## src/rtl/rv32v_types_pkg.sv

```systemverilog
// Shared types for the vector register-file element sequencer.
package rv32v_types_pkg;

  localparam int unsigned NumLanes = 2;
  localparam int unsigned OffW     = 5;

  typedef enum logic [1:0] {
    SewE8  = 2'd0,
    SewE16 = 2'd1,
    SewE32 = 2'd2,
    SewE64 = 2'd3
  } sew_t;

  typedef enum logic [1:0] {
    StIdle,
    StRun,
    StDrain
  } seq_state_t;

  typedef struct packed {
    logic                valid;
    logic [OffW-1:0]     offset;
    logic [NumLanes-1:0] mask;
  } wpipe_entry_t;

endpackage

```

## src/rtl/rv32v_wb_delay_pipe.sv

```systemverilog
// Shift register replaying read chunks as writeback entries after Depth unstalled cycles.
module rv32v_wb_delay_pipe #(
  parameter int unsigned Depth    = 3,
  parameter int unsigned NumLanes = 2,
  parameter int unsigned OffW     = 5
) (
  input  logic                clk_i,
  input  logic                rst_ni,
  input  logic                shift_en_i,
  input  logic                clear_i,
  input  logic                in_valid_i,
  input  logic [OffW-1:0]     in_offset_i,
  input  logic [NumLanes-1:0] in_mask_i,
  output logic                head_valid_o,
  output logic [OffW-1:0]     head_offset_o,
  output logic [NumLanes-1:0] head_mask_o,
  output logic                pending_o
);

  logic [Depth-1:0]    valid_q;
  logic [OffW-1:0]     offset_q [Depth];
  logic [NumLanes-1:0] mask_q   [Depth];

  always_ff @(posedge clk_i or negedge rst_ni) begin
    if (!rst_ni) begin
      valid_q <= '0;
      for (int i = 0; i < int'(Depth); i++) begin
        offset_q[i] <= '0;
        mask_q[i]   <= '0;
      end
    end else if (clear_i) begin
      valid_q <= '0;
    end else if (shift_en_i) begin
      valid_q[0]  <= in_valid_i;
      offset_q[0] <= in_offset_i;
      mask_q[0]   <= in_mask_i;
      for (int i = 1; i < int'(Depth); i++) begin
        valid_q[i]  <= valid_q[i-1];
        offset_q[i] <= offset_q[i-1];
        mask_q[i]   <= mask_q[i-1];
      end
    end
  end

  assign head_valid_o  = valid_q[Depth-1];
  assign head_offset_o = offset_q[Depth-1];
  assign head_mask_o   = mask_q[Depth-1];

  // Entries still travelling behind the head; empty means the head is the last write.
  always_comb begin
    pending_o = 1'b0;
    for (int i = 0; i < int'(Depth) - 1; i++) begin
      pending_o = pending_o | valid_q[i];
    end
  end

endmodule

```

## src/rtl/rv32v_rf_sequencer.sv

```systemverilog
// Steps a vector op through the register-file read port NUM_LANES elements at a time and
// replays each chunk on the writeback port PIPE_DEPTH unstalled cycles later.
module rv32v_rf_sequencer
  import rv32v_types_pkg::*;
#(
  parameter int unsigned NUM_LANES  = 2,
  parameter int unsigned VL_W       = 6,
  parameter int unsigned OFF_W      = 5,
  parameter int unsigned PIPE_DEPTH = 3
) (
  input  logic                 CLK,
  input  logic                 nRST,
  input  logic                 start,
  input  logic                 kill,
  input  logic                 stall,
  input  logic [4:0]           vs1_i,
  input  logic [4:0]           vs2_i,
  input  logic [4:0]           vs3_i,
  input  logic [4:0]           vd_i,
  input  logic [VL_W-1:0]      vl_i,
  input  sew_t                 sew_i,
  output logic [4:0]           vs1,
  output logic [4:0]           vs2,
  output logic [4:0]           vs3,
  output logic [OFF_W-1:0]     vs1_offset,
  output logic [OFF_W-1:0]     vs2_offset,
  output logic [OFF_W-1:0]     vs3_offset,
  output sew_t                 sew,
  output sew_t                 eew,
  output logic                 rd_valid,
  output logic [NUM_LANES-1:0] lane_mask,
  output logic [4:0]           vd,
  output logic [OFF_W-1:0]     vd_offset,
  output logic [NUM_LANES-1:0] wen,
  output logic                 busy,
  output logic                 done
);

  // One extra bit so offset + NUM_LANES never wraps against vl = 2**(VL_W-1).
  localparam int unsigned CmpW = (OFF_W + 1 > VL_W) ? OFF_W + 1 : VL_W;

  seq_state_t             state_q, state_d;
  logic [OFF_W-1:0]       offset_q, offset_d;
  logic                   zero_done_q, zero_done_d;
  logic [VL_W-1:0]        vl_q;
  logic [4:0]             vs1_q, vs2_q, vs3_q, vd_q;
  sew_t                   sew_q;

  logic [CmpW-1:0]        off_ext, vl_ext, next_off;
  logic                   last_chunk, capture, pipe_pending, drain_done;
  logic [NUM_LANES-1:0]   chunk_mask;
  logic                   head_valid;
  logic [OFF_W-1:0]       head_offset;
  logic [NUM_LANES-1:0]   head_mask;

  assign off_ext    = CmpW'(offset_q);
  assign vl_ext     = CmpW'(vl_q);
  assign next_off   = off_ext + CmpW'(NUM_LANES);
  assign last_chunk = next_off >= vl_ext;

  always_comb begin
    chunk_mask = '0;
    for (int i = 0; i < int'(NUM_LANES); i++) begin
      chunk_mask[i] = (off_ext + CmpW'(i)) < vl_ext;
    end
  end

  assign capture    = (state_q == StIdle) && start && !kill && !stall && (vl_i != '0);
  assign drain_done = (state_q == StDrain) && !stall && !kill && !pipe_pending;

  always_comb begin
    state_d     = state_q;
    offset_d    = offset_q;
    zero_done_d = 1'b0;
    if (kill) begin
      state_d  = StIdle;
      offset_d = '0;
    end else if (!stall) begin
      unique case (state_q)
        StIdle: begin
          if (start) begin
            if (vl_i != '0) begin
              state_d  = StRun;
              offset_d = '0;
            end else begin
              zero_done_d = 1'b1;
            end
          end
        end
        StRun: begin
          if (last_chunk) begin
            state_d  = StDrain;
            offset_d = '0;
          end else begin
            offset_d = next_off[OFF_W-1:0];
          end
        end
        StDrain: begin
          if (!pipe_pending) state_d = StIdle;
        end
        default: state_d = StIdle;
      endcase
    end
  end

  always_ff @(posedge CLK or negedge nRST) begin
    if (!nRST) begin
      state_q     <= StIdle;
      offset_q    <= '0;
      zero_done_q <= 1'b0;
    end else begin
      state_q     <= state_d;
      offset_q    <= offset_d;
      zero_done_q <= zero_done_d;
    end
  end

  always_ff @(posedge CLK or negedge nRST) begin
    if (!nRST) begin
      vl_q  <= '0;
      vs1_q <= '0;
      vs2_q <= '0;
      vs3_q <= '0;
      vd_q  <= '0;
      sew_q <= SewE8;
    end else if (capture) begin
      vl_q  <= vl_i;
      vs1_q <= vs1_i;
      vs2_q <= vs2_i;
      vs3_q <= vs3_i;
      vd_q  <= vd_i;
      sew_q <= sew_i;
    end
  end

  rv32v_wb_delay_pipe #(
    .Depth    (PIPE_DEPTH),
    .NumLanes (NUM_LANES),
    .OffW     (OFF_W)
  ) u_wb_pipe (
    .clk_i         (CLK),
    .rst_ni        (nRST),
    .shift_en_i    (!stall),
    .clear_i       (kill),
    .in_valid_i    (rd_valid),
    .in_offset_i   (offset_q),
    .in_mask_i     (chunk_mask),
    .head_valid_o  (head_valid),
    .head_offset_o (head_offset),
    .head_mask_o   (head_mask),
    .pending_o     (pipe_pending)
  );

  assign rd_valid   = (state_q == StRun) && !stall;
  assign lane_mask  = rd_valid ? chunk_mask : '0;
  assign vs1        = vs1_q;
  assign vs2        = vs2_q;
  assign vs3        = vs3_q;
  assign vs1_offset = offset_q;
  assign vs2_offset = offset_q;
  assign vs3_offset = offset_q;
  assign sew        = sew_q;
  assign eew        = sew_q;
  assign vd         = vd_q;
  assign vd_offset  = head_offset;
  assign wen        = (head_valid && !stall) ? head_mask : '0;
  assign busy       = state_q != StIdle;
  assign done       = zero_done_q | drain_done;

endmodule
```

## config.mk

```make
export PLATFORM = sky130hd
export DESIGN_NAME = rv32v_rf_sequencer
export DESIGN_NICKNAME = d
export VERILOG_FILES = /design/src/rtl/rv32v_types_pkg.sv /design/src/rtl/rv32v_wb_delay_pipe.sv /design/src/rtl/rv32v_rf_sequencer.sv
export SDC_FILE = /design/constraint.sdc
export NUM_CORES = 1
export LEC_CHECK = 0
export BUFFER_PORTS_ARGS = -buffer_cell sky130_fd_sc_hd__buf_2
export CORE_ASPECT_RATIO = 0.7
export CORE_MARGIN = 5
export CORE_UTILIZATION = 45
export DETAILED_ROUTE_END_ITERATION = 10
export GPL_ROUTABILITY_DRIVEN = 0
export PLACE_DENSITY = 0.71
export SYNTH_ARGS = -nofsm -noshare
export SYNTH_HDL_FRONTEND = slang
export SYNTH_SLANG_ARGS = --single-unit
```

## constraint.sdc

```tcl
create_clock -name CLK -period 2.65 [get_ports CLK]
set_input_delay 0.265 -clock CLK [delete_from_list [all_inputs] [get_ports CLK]]
set_output_delay 0.265 -clock CLK [all_outputs]
set_load 0.01 [all_outputs]
```

==> impl_metrics.yaml <==
synthesis:
  synth_top_flop_cell: "dfrtp_1"
  ys_top_cells_by_area: "dfrtp_1 (50%), mux2_2 (14%), ha_1 (6.7%), buf_4 (5.3%), mux2_4 (4.8%)"
  syn_area_um2: 2815
  netlist.area_leader.share: 0.4978
  avgSynthCellArea_um2: 12.57
  ys_ff_latch: 56
  async_flop_share: 1.000
  yosys.cell_types.count: 38
  synth_edf_count: 0
  ys_seq_area_frac: 0.4978
  synth_warnings: 0
  syn-instance-count: 224
  synth_top_area_cell: "dfrtp_1"
timing:
  hold_viol: 0
  slew_violations: 0
  post-route-min-period_ps: 2310
  timing.hold.ws_ps: 114.2
  fmax_mhz: 432.8
  relSlewSlack: 0.3310
  finalCritPeriodShare: 0.8719
  rsz0062_at_grt: "false"
  setup_viol: 0
  clock_skew_ps: 6.683
  totalNegativeSetupSlack_ps: 0
  worst_slew_pin_slew_ps: 1004
clock_network:
  cts_root_buf: "clkbuf_8"
  hold_buffers: 0
  numCtsBuffers: 5
  post_cts.repair.setup_buffers: 0
  cts_resized: 0
  clkTransAtPathRegs_ps: 100
  cts.path.max_buffers: 2
  clock-sinks: 56
  cts_tree: "done"
  htree_levels: 2
  insertion_delay_ps: 310
setup_path:
  start_kind: "register"
  critPathRequiredTime_ps: 2380
  worst_ep_arrival_time_ps: 2050
  endpoint_kind: "primary output"
  crit_path_max_fanout: 10
  path_class: "reg -> out"
worst_hold_path:
  hold_class: "in -> async"
pwr:
  ir_worst_vdd_mv: 0.3506
  leakage_uw: 0.001724
  p_per_area_nw_per_um2: 662.5
  total_power_uw: 2163
detailed_routing:
  first_iter_violations: 51
  num_vias: 1849
  firstDrtPassIters: 4
  avgViaCountPerCell: 5.011
  drtAntennaViolNets: 0
  drc: 0
  wirelength_mm: 5.645
  wl_per_cell_um: 15.30
layout:
  nets: 338
  layout.cells.non_filler: 369
  multi_input_area_um2: 1206
  diodes: 0
  final_cell_mix: "buf_2 (79), dfrtp_1 (56), mux2_2 (35)"
  drive_gt1_frac: 0.4845
  syn_to_final_growth_pct: 15.96
  fillCellCount: 528
  seq_area_um2: 1401
  fin_util: 0.5303
  mostFrequentLayoutCell: "buf_2"
floorplanning:
  core_area_um2: 6156
  die_w_um: 104.5
  initial_utilization: 0.4573
  fp.dieArea_um2: 7963
  rows: 24
  ios: 84
  dieHeight_um: 76.18
run_status:
  status: "completed"
global_route:
  grt_pass1_wl_mm: 9.535
  use_met2: 0.2187
  top_usage_layer: "met2"
  grt_max_degree: 46
  gr-total-overflow: 0
  grt.total_usage: 0.1452
  globalRouteMet1Util: 0.1983
  use_met3: 0.05758
  antenna_found_initial: 0
  grt_pass1_vias: 1896
flow_run:
  max_cap_violations: 0
placed_design:
  io_buffers: 79
  dp_hpwl_mm: 4.297
  post-place-cells: 361
==> layout make-up <==
cell class,instances,share of cell area
sequential,56,0.4293
multi-input combinational,137,0.3695
timing repair buffer,82,0.1280
tap,78,0.02990
clock buffer,6,0.02223
clock inverter,2,0.01188
inverter,8,0.009199
==> metal layers <==
metal | up-vias | share of wire
met1 | 882 | 0.46
met2 | 78 | 0.43
met5 | - | 0
li1 | 884 | -
met3 | 5 | 0.098
met4 | 0 | 0.0081
==> flip-flops by register name (all words and copies together), names as in the netlist <==
name	flops
u_wb_pipe.offset_q	8
vl_ext	6
vd	5
vs1	5
vs2	5
vs3	5
u_wb_pipe.head_offset_o	4
u_wb_pipe.mask_q	4
vs1_offset	4
u_wb_pipe.valid_q	3
eew	2
state_q	2
u_wb_pipe.head_mask_o	2
zero_done_q	1
==> path summary, 6_finish.rpt <==
| path | cells past startpoint | slack [ps] | endpoint | from |
|---|---|---|---|---|
| max | 8 | 340 | lane_mask[0] | vs1_offset[1] |
| min | 1 | 110 | u_wb_pipe.head_offset_o[4] | nRST |
| max reg2reg | 8 | 420 | vs1_offset[3] | vs1_offset[1] |
| min reg2reg | 1 | 510 | u_wb_pipe.head_offset_o[1] | u_wb_pipe.head_offset_o[1] |
| max in group asynchronous | 2 | 1850 | vs2[3] | nRST |
| min in group CLK | 2 | 180 | vs1[3] | vs1_i[3] |
==> synth_stat cells, types with 3 or more instances <==
cell type and n:
mux2_4 9, nand3_1 4, clkbuf_1 4, nor2b_1 4, nand2_1 8, mux2_2 35
inv_1 8, buf_4 20, a31oi_1 3, a21oi_1 4, dfrtp_1 56, nor2_1 10
o21ai_0 10, ha_1 15, nand2b_1 3
==> worst max-delay path, stage by stage, from the launching register on <==
cell and delay (ps):
dfrtp_1 540, inv_1 110, ha_1 310, nor2_1 50, o21a_1 170, o21ai_0 140, nand2b_1 100, a21oi_1 160
buf_2 160
==> power by group <==
| group | leakage (uW) | internal, uW | switching (uW) |
|---|---|---|---|
| Sequential | 0.000696 | 993 | 86.6 |
| Combinational | 0.000972 | 269 | 253 |
| Clock | 0.0000558 | 286 | 276 |
==> metrics by stage <==
| stage | setup slack (ps) | area, um^2 |
|---|---|---|
| after global placement | 526.8 | 3153 |
| after detailed placement | 454.4 | 3153 |
| after floorplan | 603.3 | 2830 |
| after CTS | 331.5 | 3264 |
| after global routing | 160.8 | 3264 |
| final | 339.6 | 3264 |
==> cell families after synthesis <==
family,after synthesis,share of synthesized area
other cells,1,0.001332
compound gates,28,0.06489
buf+inv,35,0.07911
xor+xnor,2,0.006223
simple gates,41,0.08889
flops,56,0.4978
fa+ha+maj,15,0.06667
mux,46,0.1951
(Power assumes the default switching activity.)
